### src/rtl/temp_spi_reader_if.sv
// rtl/temp_spi_reader_if.sv - sensor-side serial bus plus temperature result bus
interface temp_spi_reader_if;
  logic       enable;
  logic       miso;
  logic       sclk;
  logic       cs_n;
  logic [5:0] temp;
  logic       temp_valid;
  logic       busy;

  modport master (
    input  enable,
    input  miso,
    output sclk,
    output cs_n,
    output temp,
    output temp_valid,
    output busy
  );

  modport slave (
    output enable,
    output miso,
    input  sclk,
    input  cs_n,
    input  temp,
    input  temp_valid,
    input  busy
  );
endinterface

### src/rtl/temp_spi_reader.sv
// rtl/temp_spi_reader.sv - periodic SPI mode-0 temperature read, saturated to 6 bits
module temp_spi_reader #(
  parameter int CLK_DIV       = 25,
  parameter int DATA_BITS     = 8,
  parameter int SAMPLE_PERIOD = 100000
) (
  input  logic                  clk,
  input  logic                  reset,
  temp_spi_reader_if.master     bus
);

  localparam int DIV_W = $clog2(CLK_DIV + 1);
  localparam int BIT_W = $clog2(DATA_BITS + 1);
  localparam int TMR_W = $clog2(SAMPLE_PERIOD + 1);

  localparam logic [DIV_W-1:0]     DIV_LAST = DIV_W'(CLK_DIV - 1);
  localparam logic [BIT_W-1:0]     BITS_ALL = BIT_W'(DATA_BITS);
  localparam logic [TMR_W-1:0]     TMR_LAST = TMR_W'(SAMPLE_PERIOD - 1);
  localparam logic [DATA_BITS-1:0] SAT_MAX  = DATA_BITS'(63);

  typedef enum logic [1:0] {IDLE, SETUP, SHIFT, DONE} state_t;

  state_t               state;
  logic [DIV_W-1:0]     div_cnt;
  logic [BIT_W-1:0]     bit_cnt;
  logic [TMR_W-1:0]     timer;
  logic [DATA_BITS-1:0] shift_reg;
  logic                 first_conv;
  logic                 sclk_q;
  logic                 cs_n_q;
  logic                 temp_valid_q;
  logic [5:0]           temp_q;

  always_ff @(posedge clk) begin
    if (reset) begin
      state        <= IDLE;
      div_cnt      <= '0;
      bit_cnt      <= '0;
      timer        <= '0;
      shift_reg    <= '0;
      first_conv   <= 1'b1;
      sclk_q       <= 1'b0;
      cs_n_q       <= 1'b1;
      temp_valid_q <= 1'b0;
      temp_q       <= '0;
    end else begin
      temp_valid_q <= 1'b0;
      // A low enable re-arms the immediate start, so the first conversion after it rises is not delayed
      if (!bus.enable) first_conv <= 1'b1;
      if (timer < TMR_LAST) timer <= timer + 1'b1;

      case (state)
        IDLE: begin
          if (bus.enable && (first_conv || timer >= TMR_LAST)) begin
            state      <= SETUP;
            timer      <= '0;
            first_conv <= 1'b0;
            cs_n_q     <= 1'b0;
            div_cnt    <= '0;
            shift_reg  <= '0;
          end
        end
        SETUP: begin
          if (div_cnt == DIV_LAST) begin
            div_cnt <= '0;
            bit_cnt <= '0;
            state   <= SHIFT;
          end else begin
            div_cnt <= div_cnt + 1'b1;
          end
        end
        SHIFT: begin
          if (div_cnt == DIV_LAST) begin
            div_cnt <= '0;
            sclk_q  <= ~sclk_q;
            if (!sclk_q) begin
              shift_reg <= {shift_reg[DATA_BITS-2:0], bus.miso};
              bit_cnt   <= bit_cnt + 1'b1;
            end else if (bit_cnt == BITS_ALL) begin
              // Final falling edge: release the sensor and publish in the same cycle
              state        <= DONE;
              cs_n_q       <= 1'b1;
              temp_valid_q <= 1'b1;
              temp_q       <= (shift_reg > SAT_MAX) ? 6'd63 : shift_reg[5:0];
            end
          end else begin
            div_cnt <= div_cnt + 1'b1;
          end
        end
        DONE: begin
          state <= IDLE;
        end
        default: state <= IDLE;
      endcase
    end
  end

  assign bus.sclk       = sclk_q;
  assign bus.cs_n       = cs_n_q;
  assign bus.temp       = temp_q;
  assign bus.temp_valid = temp_valid_q;
  assign bus.busy       = ~cs_n_q;

endmodule

### src/flat_wrapper.sv
// flat-port wrapper written by rule: the top's interface ports become plain ports
module temp_spi_reader_flat 
#(
  parameter int CLK_DIV       = 25,
  parameter int DATA_BITS     = 8,
  parameter int SAMPLE_PERIOD = 100000
)
  (clk, reset, bus_enable, bus_miso, bus_sclk, bus_cs_n, bus_temp, bus_temp_valid, bus_busy);
  temp_spi_reader_if bus_i ();
  input  logic clk;
  input  logic reset;
  input wire logic [$bits(bus_i.enable)-1:0] bus_enable;
  input wire logic [$bits(bus_i.miso)-1:0] bus_miso;
  output wire logic [$bits(bus_i.sclk)-1:0] bus_sclk;
  output wire logic [$bits(bus_i.cs_n)-1:0] bus_cs_n;
  output wire logic [$bits(bus_i.temp)-1:0] bus_temp;
  output wire logic [$bits(bus_i.temp_valid)-1:0] bus_temp_valid;
  output wire logic [$bits(bus_i.busy)-1:0] bus_busy;
  assign bus_i.enable = bus_enable;
  assign bus_i.miso = bus_miso;
  assign bus_sclk = bus_i.sclk;
  assign bus_cs_n = bus_i.cs_n;
  assign bus_temp = bus_i.temp;
  assign bus_temp_valid = bus_i.temp_valid;
  assign bus_busy = bus_i.busy;
  temp_spi_reader #(.CLK_DIV(CLK_DIV), .DATA_BITS(DATA_BITS), .SAMPLE_PERIOD(SAMPLE_PERIOD)) u_core (.clk(clk), .reset(reset), .bus(bus_i));
endmodule
### config.mk
export PLATFORM = sky130hd
export DESIGN_NAME = temp_spi_reader_flat
export DESIGN_NICKNAME = d
export VERILOG_FILES = /design/src/rtl/temp_spi_reader_if.sv /design/src/rtl/temp_spi_reader.sv /design/src/flat_wrapper.sv
export SDC_FILE = /design/constraint.sdc
export NUM_CORES = 1
export LEC_CHECK = 0
export BUFFER_PORTS_ARGS = -buffer_cell sky130_fd_sc_hd__buf_4
export CELL_PAD_IN_SITES_DETAIL_PLACEMENT = 1
export CELL_PAD_IN_SITES_GLOBAL_PLACEMENT = 1
export CORE_MARGIN = 2
export CORE_UTILIZATION = 46
export CTS_CLUSTER_SIZE = 40
export DETAILED_ROUTE_END_ITERATION = 6
export HOLD_SLACK_MARGIN = 0.02
export PLACE_DENSITY = 0.78
export SLEW_MARGIN = 10
export SYNTH_ARGS = -nofsm -noshare
export SYNTH_HDL_FRONTEND = slang
export SYNTH_SLANG_ARGS = --single-unit
### constraint.sdc
create_clock -name clk -period 2.55 [get_ports clk]
set_clock_uncertainty 0.05 [all_clocks]
set_input_delay 0.6375 -clock clk [delete_from_list [all_inputs] [get_ports clk]]
set_output_delay 0.6375 -clock clk [all_outputs]
set_load 0.05 [all_outputs]
* Word level (Yosys, flattened, before mapping)
Cells that the tools add are included.
Operators by class: reduce and logical (&&, ||, !) cells 15, bitwise logic cells 4, order comparisons 3, muxes and demuxes 30, equality and inequality tests 11, add/subtract/negate cells 3
Operators with widths (number):
- two-way mux 17 bit | 3
- two-way mux 8 bit | 3
- adder 17 x 1 -> 17 bit, second input constant | 1
- greater-or-equal comparator 17 bit, second input constant | 1
- < comparator 17 bit, second input constant | 1
- case mux 8 bit (2 select lines) | 1
- two-way mux 4 bit | 3
- AND reduction 4 bit | 3
- two-way mux 2 bit | 5
- two-way mux 5 bit | 2
- != test 2 x 1 -> 1 bit, second input constant | 5
- case mux 5 bit (2 select lines) | 1
- AND reduction 5 bit | 2
- > comparator 8 x 6 -> 1 bit, second input constant | 1
- two-way mux 1 bit | 8
- case mux 2 bit (4 select lines) | 1
- case mux 4 bit (2 select lines) | 1
- two-way mux 6 bit | 1
- nonzero test 2 bit | 3
- adder 5 x 1 -> 5 bit, second input constant | 1
- equality test 5 bit, second input constant | 1
- adder 4 x 1 -> 4 bit, second input constant | 1
- equality test 2 bit, second input constant | 2
- equality test 4 bit, second input constant | 1
- other kinds (10) | 14
Word-level totals: logic and storage cells 76, bits of input ports 4, output and inout port bits 10, register bits after elaboration 46

* Longest topological paths before layout
Gate-level depths: netlist (run 1).
depth after elaboration 5, gate-level depth with buffers 8

* Least setup slack after synthesis (run 1)
Ideal clock, no wire load.
path type register to register, start reg u_core.timer[13], end reg u_core.timer[16], setup time 0.071 ns, arrival 2.247 ns, cell stages (with the launch flop) 8, required time 2.429 ns, buffers on the path 2, setup slack 0.183 ns, path through dfxtp_1 > or4_4 > or3_1 > buf_6 > and3_1 > clkbuf_2 > or4_4 > a21oi_2
Between the ends: word-level cells in the longest chain between the ends 5
Ends and longest elaborated chain:
- from (decl) | line temp_spi_reader.sv:26 | logic [TMR_W-1:0] timer;
- from (signal assigned) | line temp_spi_reader.sv:50 | if (timer < TMR_LAST) timer <= timer + 1'b1;
- greater-or-equal comparator 17 bit | line temp_spi_reader.sv:54 | if (bus.enable && (first_conv || timer >= TMR_LAST)) begin
- logical OR 1 bit | line temp_spi_reader.sv:54
- logical AND 1 bit | line temp_spi_reader.sv:54
- two-way mux 17 bit | line temp_spi_reader.sv:54
- two-way mux 17 bit * | line temp_spi_reader.sv:52 | case (state)
Every way passes the cells marked *; elsewhere a longest branch is shown, timed or not. A chain may end at the register's enable or synchronous reset.

* Final worst setup path (run 1)
start reg u_core.timer[13], end reg u_core.div_cnt[4]
Between the ends: word-level cells in the longest chain between the ends 5
Ends and longest elaborated chain:
- greater-or-equal comparator 17 bit | line temp_spi_reader.sv:54
- logical OR 1 bit | line temp_spi_reader.sv:54
- logical AND 1 bit | line temp_spi_reader.sv:54
- != test 2 x 1 -> 1 bit (no source line)
- AND reduction 2 bit (no source line)
- to (signal assigned) | line temp_spi_reader.sv:69 | div_cnt <= div_cnt + 1'b1;
- to (signal assigned) | line temp_spi_reader.sv:87 | div_cnt <= div_cnt + 1'b1;
- to (decl) | line temp_spi_reader.sv:24 | logic [DIV_W-1:0] div_cnt;
Every way passes these cells.

==> results of run 1 <==
[worst max path at each step]
stage                     slack (ps)                 to
after global placement           180  u_core.div_cnt[4]
final                             90  u_core.div_cnt[4]
after global routing              20  u_core.div_cnt[4]
after floorplan                  180   u_core.timer[16]
after CTS                         70    u_core.state[0]
after detailed placement         120  u_core.div_cnt[4]
[cells by family (layout without fill, tap and decap cells)]
kind of cell	Yosys count	count (layout)	share of synthesized area (%)
muxes	12	12	5.20
and+or+nand+nor	119	119	26.6
xor gates and xnor gates	13	13	4.83
adders and majority gates	8	8	4.25
AOI/OAI and AO/OA	51	51	15.0
DFF	46	46	39.1
buffers and inverters	29	48	5.04
[routing by layer]
layer / track usage, % / up-vias
met5: 0 / -
met4: 8.38 / 0
met3: 3.17 / 9
met2: 35.5 / 15
met1: 27.7 / 994
li1: - / 1049
[per-stage QoR]
step                      instances  total power (uW)  util (%)
after floorplan                 278              1280         -
after global placement          357              1500      51.6
after detailed placement        357              1510      51.6
after CTS                       365              1990      53.4
after global routing            367              2070      54.0
final                           367              1970      54.0
[power groups by stage]
stage	registers (uW)	clock network, uW	logic, uW
floorplan	832	0	450
global placement	813	0	684
detailed placement	816	0	695
CTS	799	488	699
global route	806	507	762
finish	798	473	694
[timing repair]
action                                  in CTS  in global routing
setup buffers                                0                  2
endpoints found under the setup margin       0                 11
resized for setup                            0                  2
[worst register-to-register path, stage by stage, from the launching register on]
cell	delay [ps]
dfxtp_1	380
or4_4	580
or3_1	420
buf_4	190
and4b_1	220
o41ai_1	350
mux2_2	220
[placed cells by master, fill, tap and decap left out, drive strengths merged, types with 11 or more instances in the layout]
| cell | synthesis | final |
|---|---|---|
| a21oi | 15 | 15 |
| buf | 3 | 26 |
| dfxtp | 46 | 46 |
| inv | 13 | 14 |
| nand2 | 22 | 22 |
| nand3 | 17 | 17 |
| nor2 | 27 | 27 |
| nor3 | 12 | 12 |
| xnor2 | 11 | 11 |
[final cells by class]
| cell class | instances | share of cell area (%) |
|---|---|---|
| clock buffer | 5 | 2.55 |
| tap | 70 | 3.24 |
| multi-input combinational | 203 | 49.1 |
| clock inverter | 3 | 0.925 |
| sequential | 46 | 34.1 |
| timing repair buffer | 26 | 8.14 |
| inverter | 14 | 1.94 |
==> results.md, run 1 <==
* Status: finished clean
* Clk_lat worst skew at roughly 310 ps
* Die Width at 75.6 um
* Crit path time final at roughly 2500 ps
* Synth area leader: dfxtp_1
* Setup slack at placement at 116 ps
* R2r startpoint: u_core.timer[13]
* Critical Path Fanout Max at 6
* Top_reg_cell synth: dfxtp_1
* Congestion Overflow GR at 0
* CP peak stage delay at 580 ps
* Die ar. at ~0.0057 sq mm
* WP data arrival at roughly 2700 ps
* Total vias in the final route at 2067
* Delay-heaviest family, CP: simple AND/OR/NAND/NOR gates
* Final Worst Setup Slack at between 90 and 100 ps
* CTS max path bufs at 2
* Largest net degree at the start of global routing at 22
* Lkg Pwr at 0.000952 uW
* Startpoint of the worst hold path: u_core.shift_reg[2]
* P_sw at 720 uW
* Met1 wire length at 2.75 mm
* Largest register FFs at 17
* Post-synth EDFFs at 0
* Top sig layer: met4
* Multi-input logic area at 0.00133 sq mm
* Initial DRT Pass Iterations at 4
* Initial Utilization at 47.1%
* First-pass GRT wire length at approximately 9.3 mm
* Syn Inst Count at 278
* Met2 routed WL at between 2 and 3 mm
* Share of layout cells above drive strength 1 at about 15%
* Crit share post-route at 96.3%
* R2r endpoint: u_core.div_cnt[4]
* Hold path cells at 2
* Reg-to-reg slack, setup at 90 ps
* RePlAce Congestion at 0.823
* Fill count at around 630
* Sequential share of power at 40.6%
* Routed len/inst at about 16 um
* Syn avg cell area at 8.48 sq um
* Fin Hold WS at 434 ps
* Die height at around 76 um
* PD cells at 727 mW/mm^2
* Core area at 0.00501 sq mm
* # Max-Cap Violations at 0
* Peak VDD IR at 0.340 mV
* HP Class: flop to flop
* I/O pins at 14
* Clock buffer count from CTS at 5
* Final instance area at 0.00270 sq mm
* DR vias/cell at 5.63
* Setup TNS at 0 ps
* Antenna violations before repair at 0
* Post-synth design cell area at 0.00236 sq mm
* Placed cell area at roughly 0.0026 sq mm
* Register area at slightly above 900 sq um
* Fmax at 407 MHz
* Startpoint types: flop
* Sw Share at 36.6%
* Row Count at 26
* RSZ-0062 raised after global routing: false
* Synth area leaders: dfxtp_1 39%, nor2_1 4.3%, ha_1 4.2%, mux2i_1 4.2%, xnor2_1 4.1%
* Most frequent cells after synthesis: 46 x dfxtp_1, 27 x nor2_1, 22 x nand2_1
* Final nets at 308
* WP data required at approximately 2800 ps
* CP max stage cell: or4_4
* CTS tree: done
* Ys async rst share at 0%
* Final HPWL from detailed placement at about 4.2 mm
* Endpoints failing hold at 0
* CP Buf/Inv Count at 1
* Internal at 1250 uW
* Top cell type's share of synthesized area at 39.1%
* Hold Path End: u_core.shift_reg[2]
* Rel. slew slack at 53.3%
* Worst-margin pin slew at 695 ps
* Critical-path cell list: or4_4, or3_1, buf_4, and4b_1, o41ai_1, mux2_2
* Register area share after synthesis at 39.1%
* Setup violations, final at 0
* Synth Net Count at 290
* CTS root buffer: clkbuf_8
* DRT Wirelength at 5.76 mm
* # clock sinks at 46
* Yosys reg bits at 46
* Logic pwr share at 35.3%
* Critical Path Stages at 6
* R2R cell count at 6
* Synth cell types at 54
* Fin. max-slew vios at 0
* Clock power share at 24.1%
* Count leader, synth: dfxtp_1
* Critical Path End Type: flop
* Ys Warns at 0
* Initial DRC Count at 64
* Hold buffers post-CTS at 0
* Ant diodes at 0
* DRC Markers at 0
* Gr usage total at 21.3%
* Vias in the first global route at 1998
* Htree depth at 2
* Area growth, synth to finish at 14.7%
* Met3 wire len at 75 um
* IO Port Bufs at 13
* CP startpoint: u_core.timer[13]
* Clock-pin transition on the worst setup and hold timing paths at 100 ps
* Critical path type: flop to flop
* Routed Antenna Nets at 0
(Power assumes the default switching activity.)
==> run 2: changes to the inputs <==
--- a/config.mk
+++ b/config.mk
@@ -8,6 +8,7 @@
 export BUFFER_PORTS_ARGS = -buffer_cell sky130_fd_sc_hd__buf_4
 export CELL_PAD_IN_SITES_DETAIL_PLACEMENT = 1
 export CELL_PAD_IN_SITES_GLOBAL_PLACEMENT = 1
+export CORE_ASPECT_RATIO = 1.1
 export CORE_MARGIN = 2
 export CORE_UTILIZATION = 46
 export CTS_CLUSTER_SIZE = 40
==> run 2 against run 1 <==
Against the previous run: core utilization down 0.31 points; cell count is 3.8% lower; global-route usage up 0.25 points; first-iteration DRC count is 14% lower; fmax up 3.5%; clock power increased by 17%; sequential cell count unchanged; wire length shrank 2.1%; worst setup slack better by 83 ps; power is 1.9% higher; clock-buffer cell count rose by 1.
==> results.md, run 2 (same netlist as run 1, synthesis figures left out) <==
* DRT Wirelength at 5.64 mm (was 5.76 mm)
* Die ar. at 0.00571 sq mm (about the same)
* Initial Utilization at 47.5% (was 47.1%)
* Htree depth at 2 (unchanged)
* Setup TNS at 0 ps (unchanged)
* Worst-margin pin slew at 731 ps (was 695 ps)
* Die Width at 72.3 um (was 75.6 um)
* # clock sinks at 46 (unchanged)
* Setup violations, final at 0 (unchanged)
* Hold buffers post-CTS at 0 (unchanged)
* Post-CTS sizing at 0 (unchanged)
* Clock buffer count from CTS at 5 (unchanged)
* Commonest non-fill, non-tap cells in the layout: 46 x dfxtp_1, 27 x nor2_1, 25 x buf_4 (was 46 x dfxtp_1, 27 x nor2_1, 24 x buf_4)
* I/O pins at 14 (unchanged)
* Startpoint types: flop (unchanged)
* Area growth, synth to finish at 13.1% (was 14.7%)
* PD cells at 752 mW/mm^2 (was 727 mW/mm^2)
* DRC Markers at 0 (unchanged)
* Row Count at 27 (was 26)
* Vias in the first global route at 2092 (was 1998)
* Most common cell after layout, fill and taps aside: dfxtp_1 (unchanged)
* CP startpoint: u_core.timer[8] (was u_core.timer[13])
* Critical path type: flop to flop (unchanged)
* Crit share post-route at 93.0% (was 96.3%)
* Clock-pin transition on the worst setup and hold timing paths at 80 ps (was 100 ps)
* Routed Antenna Nets at 0 (unchanged)
* Routed len/inst at 16.0 um (was 15.7 um)
* Clk_lat worst skew at 300 ps (was 310 ps)
* IO Port Bufs at 13 (unchanged)
* Finished Core Util at 53.7% (was 54.0%)
* Worst setup path end: u_core.div_cnt[4] (unchanged)
* R2R cell count at 6 (unchanged)
* Critical Path End Type: flop (unchanged)
* R2r endpoint: u_core.div_cnt[4] (unchanged)
* RePlAce Congestion at 0.851 (was 0.823)
* Peak VDD IR at 0.320 mV (was 0.340 mV)
* DR vias/cell at 5.82 (was 5.63)
* WP data arrival at 2570 ps (was 2660 ps)
* Core area at 0.00497 sq mm (was 0.00501 sq mm)
* Lkg Pwr at 0.000949 uW (was 0.000952 uW)
* Total setup buffers inserted after CTS at 0 (unchanged)
* Antenna violations before repair at 0 (unchanged)
* Fmax at 422 MHz (was 407 MHz)
* CTS max path bufs at 2 (unchanged)
* HP Class: flop to flop (unchanged)
* Largest net degree at the start of global routing at 21 (was 22)
* First-pass GRT wire length at 9.87 mm (was 9.27 mm)
* CTS root buffer: clkbuf_8 (unchanged)
* Fin. max-slew vios at 0 (unchanged)
* Gr usage total at 21.5% (was 21.3%)
* Total vias in the final route at 2055 (was 2067)
* Share of layout cells above drive strength 1 at 14.2% (was 15.5%)
* Rel. slew slack at 50.9% (was 53.3%)
* CTS tree: done (unchanged)
* Endpoints failing hold at 0 (unchanged)
* Initial DRT Pass Iterations at 4 (unchanged)
* Final nets at 307 (was 308)
* Crit path time final at 2370 ps (was 2460 ps)
* # Max-Cap Violations at 0 (unchanged)
* WP data required at 2750 ps (was 2760 ps)
* Reg-to-reg slack, setup at 180 ps (was 90 ps)
* R2r startpoint: u_core.timer[8] (was u_core.timer[13])
* Congestion Overflow GR at 0 (unchanged)
* RSZ-0062 raised after global routing: false (unchanged)
* Die height at 79.1 um (was 75.6 um)
* Critical Path Fanout Max at 8 (was 6)
* Status: finished clean (unchanged)
* Final HPWL from detailed placement at 4.20 mm (was 4.18 mm)
* Largest register FFs at 17 (unchanged)
* Fill count at 611 (was 631)
* Initial DRC Count at 55 (was 64)
* Ant diodes at 0 (unchanged)
[run 2: routing by layer]
metal  track usage, %  vias to the layer above  share of wire (%)
li1                 -                     1043                  -
met4             5.85                        0                1.5
met3             3.68                        8                1.6
met2             37.2                       19                 51
met1             27.3                      985                 46
met5                0                        -                  0
[run 2: per-stage QoR]
| step | cells | hold slack, ps | instance area, sq um | worst slack, ps | power [uW] |
|---|---|---|---|---|---|
| 2_1_floorplan | 278 | 395 | 2360 | 183 | 1280 |
| 3_3_place_gp | 346 | 416 | 2550 | 257 | 1460 |
| 3_5_place_dp | 346 | 423 | 2550 | 206 | 1460 |
| 4_1_cts | 353 | 440 | 2660 | 186 | 2020 |
| 5_1_grt | 353 | 469 | 2670 | 8.63 | 2120 |
| 6_report | 353 | 435 | 2670 | 178 | 2000 |
[run 2: area by class of cell]
class | count | area, sq um | area share [%]
Multi-Input combinational cell | 203 | 1320 | 49.5
Sequential cell | 46 | 921 | 34.6
Timing Repair Buffer | 25 | 188 | 7.04
Clock buffer | 6 | 82.6 | 3.10
Clock inverter | 1 | 30.0 | 1.13
Inverter | 14 | 52.6 | 1.97
Tap cell | 58 | 72.6 | 2.72
[run 2: critical path, stage by stage, from the launching register on]
cell	delay [ps]
dfxtp_1	390
or4b_2	700
nor4_1	240
buf_4	180
nor3_1	110
a2111oi_0	430
mux2_2	220
[run 2: worst min path at each step]
stage | startpoint | end | slack, ps | cells past startpoint
after floorplan | u_core.timer[16] | u_core.timer[16] | 390 | 2
after global placement | u_core.shift_reg[1] | u_core.shift_reg[1] | 420 | 2
after detailed placement | u_core.shift_reg[4] | u_core.shift_reg[4] | 420 | 2
after CTS | u_core.shift_reg[5] | u_core.shift_reg[5] | 440 | 2
after global routing | u_core.shift_reg[0] | u_core.shift_reg[0] | 470 | 2
final | u_core.shift_reg[5] | u_core.shift_reg[5] | 440 | 2
[run 2: report_power, final]
part           switching, uW  internal [uW]  leakage (uW)
Sequential              38.1            761      0.000372
Clock                    239            314     0.0000573
Combinational            403            249      0.000520
Total                    680           1320      0.000949
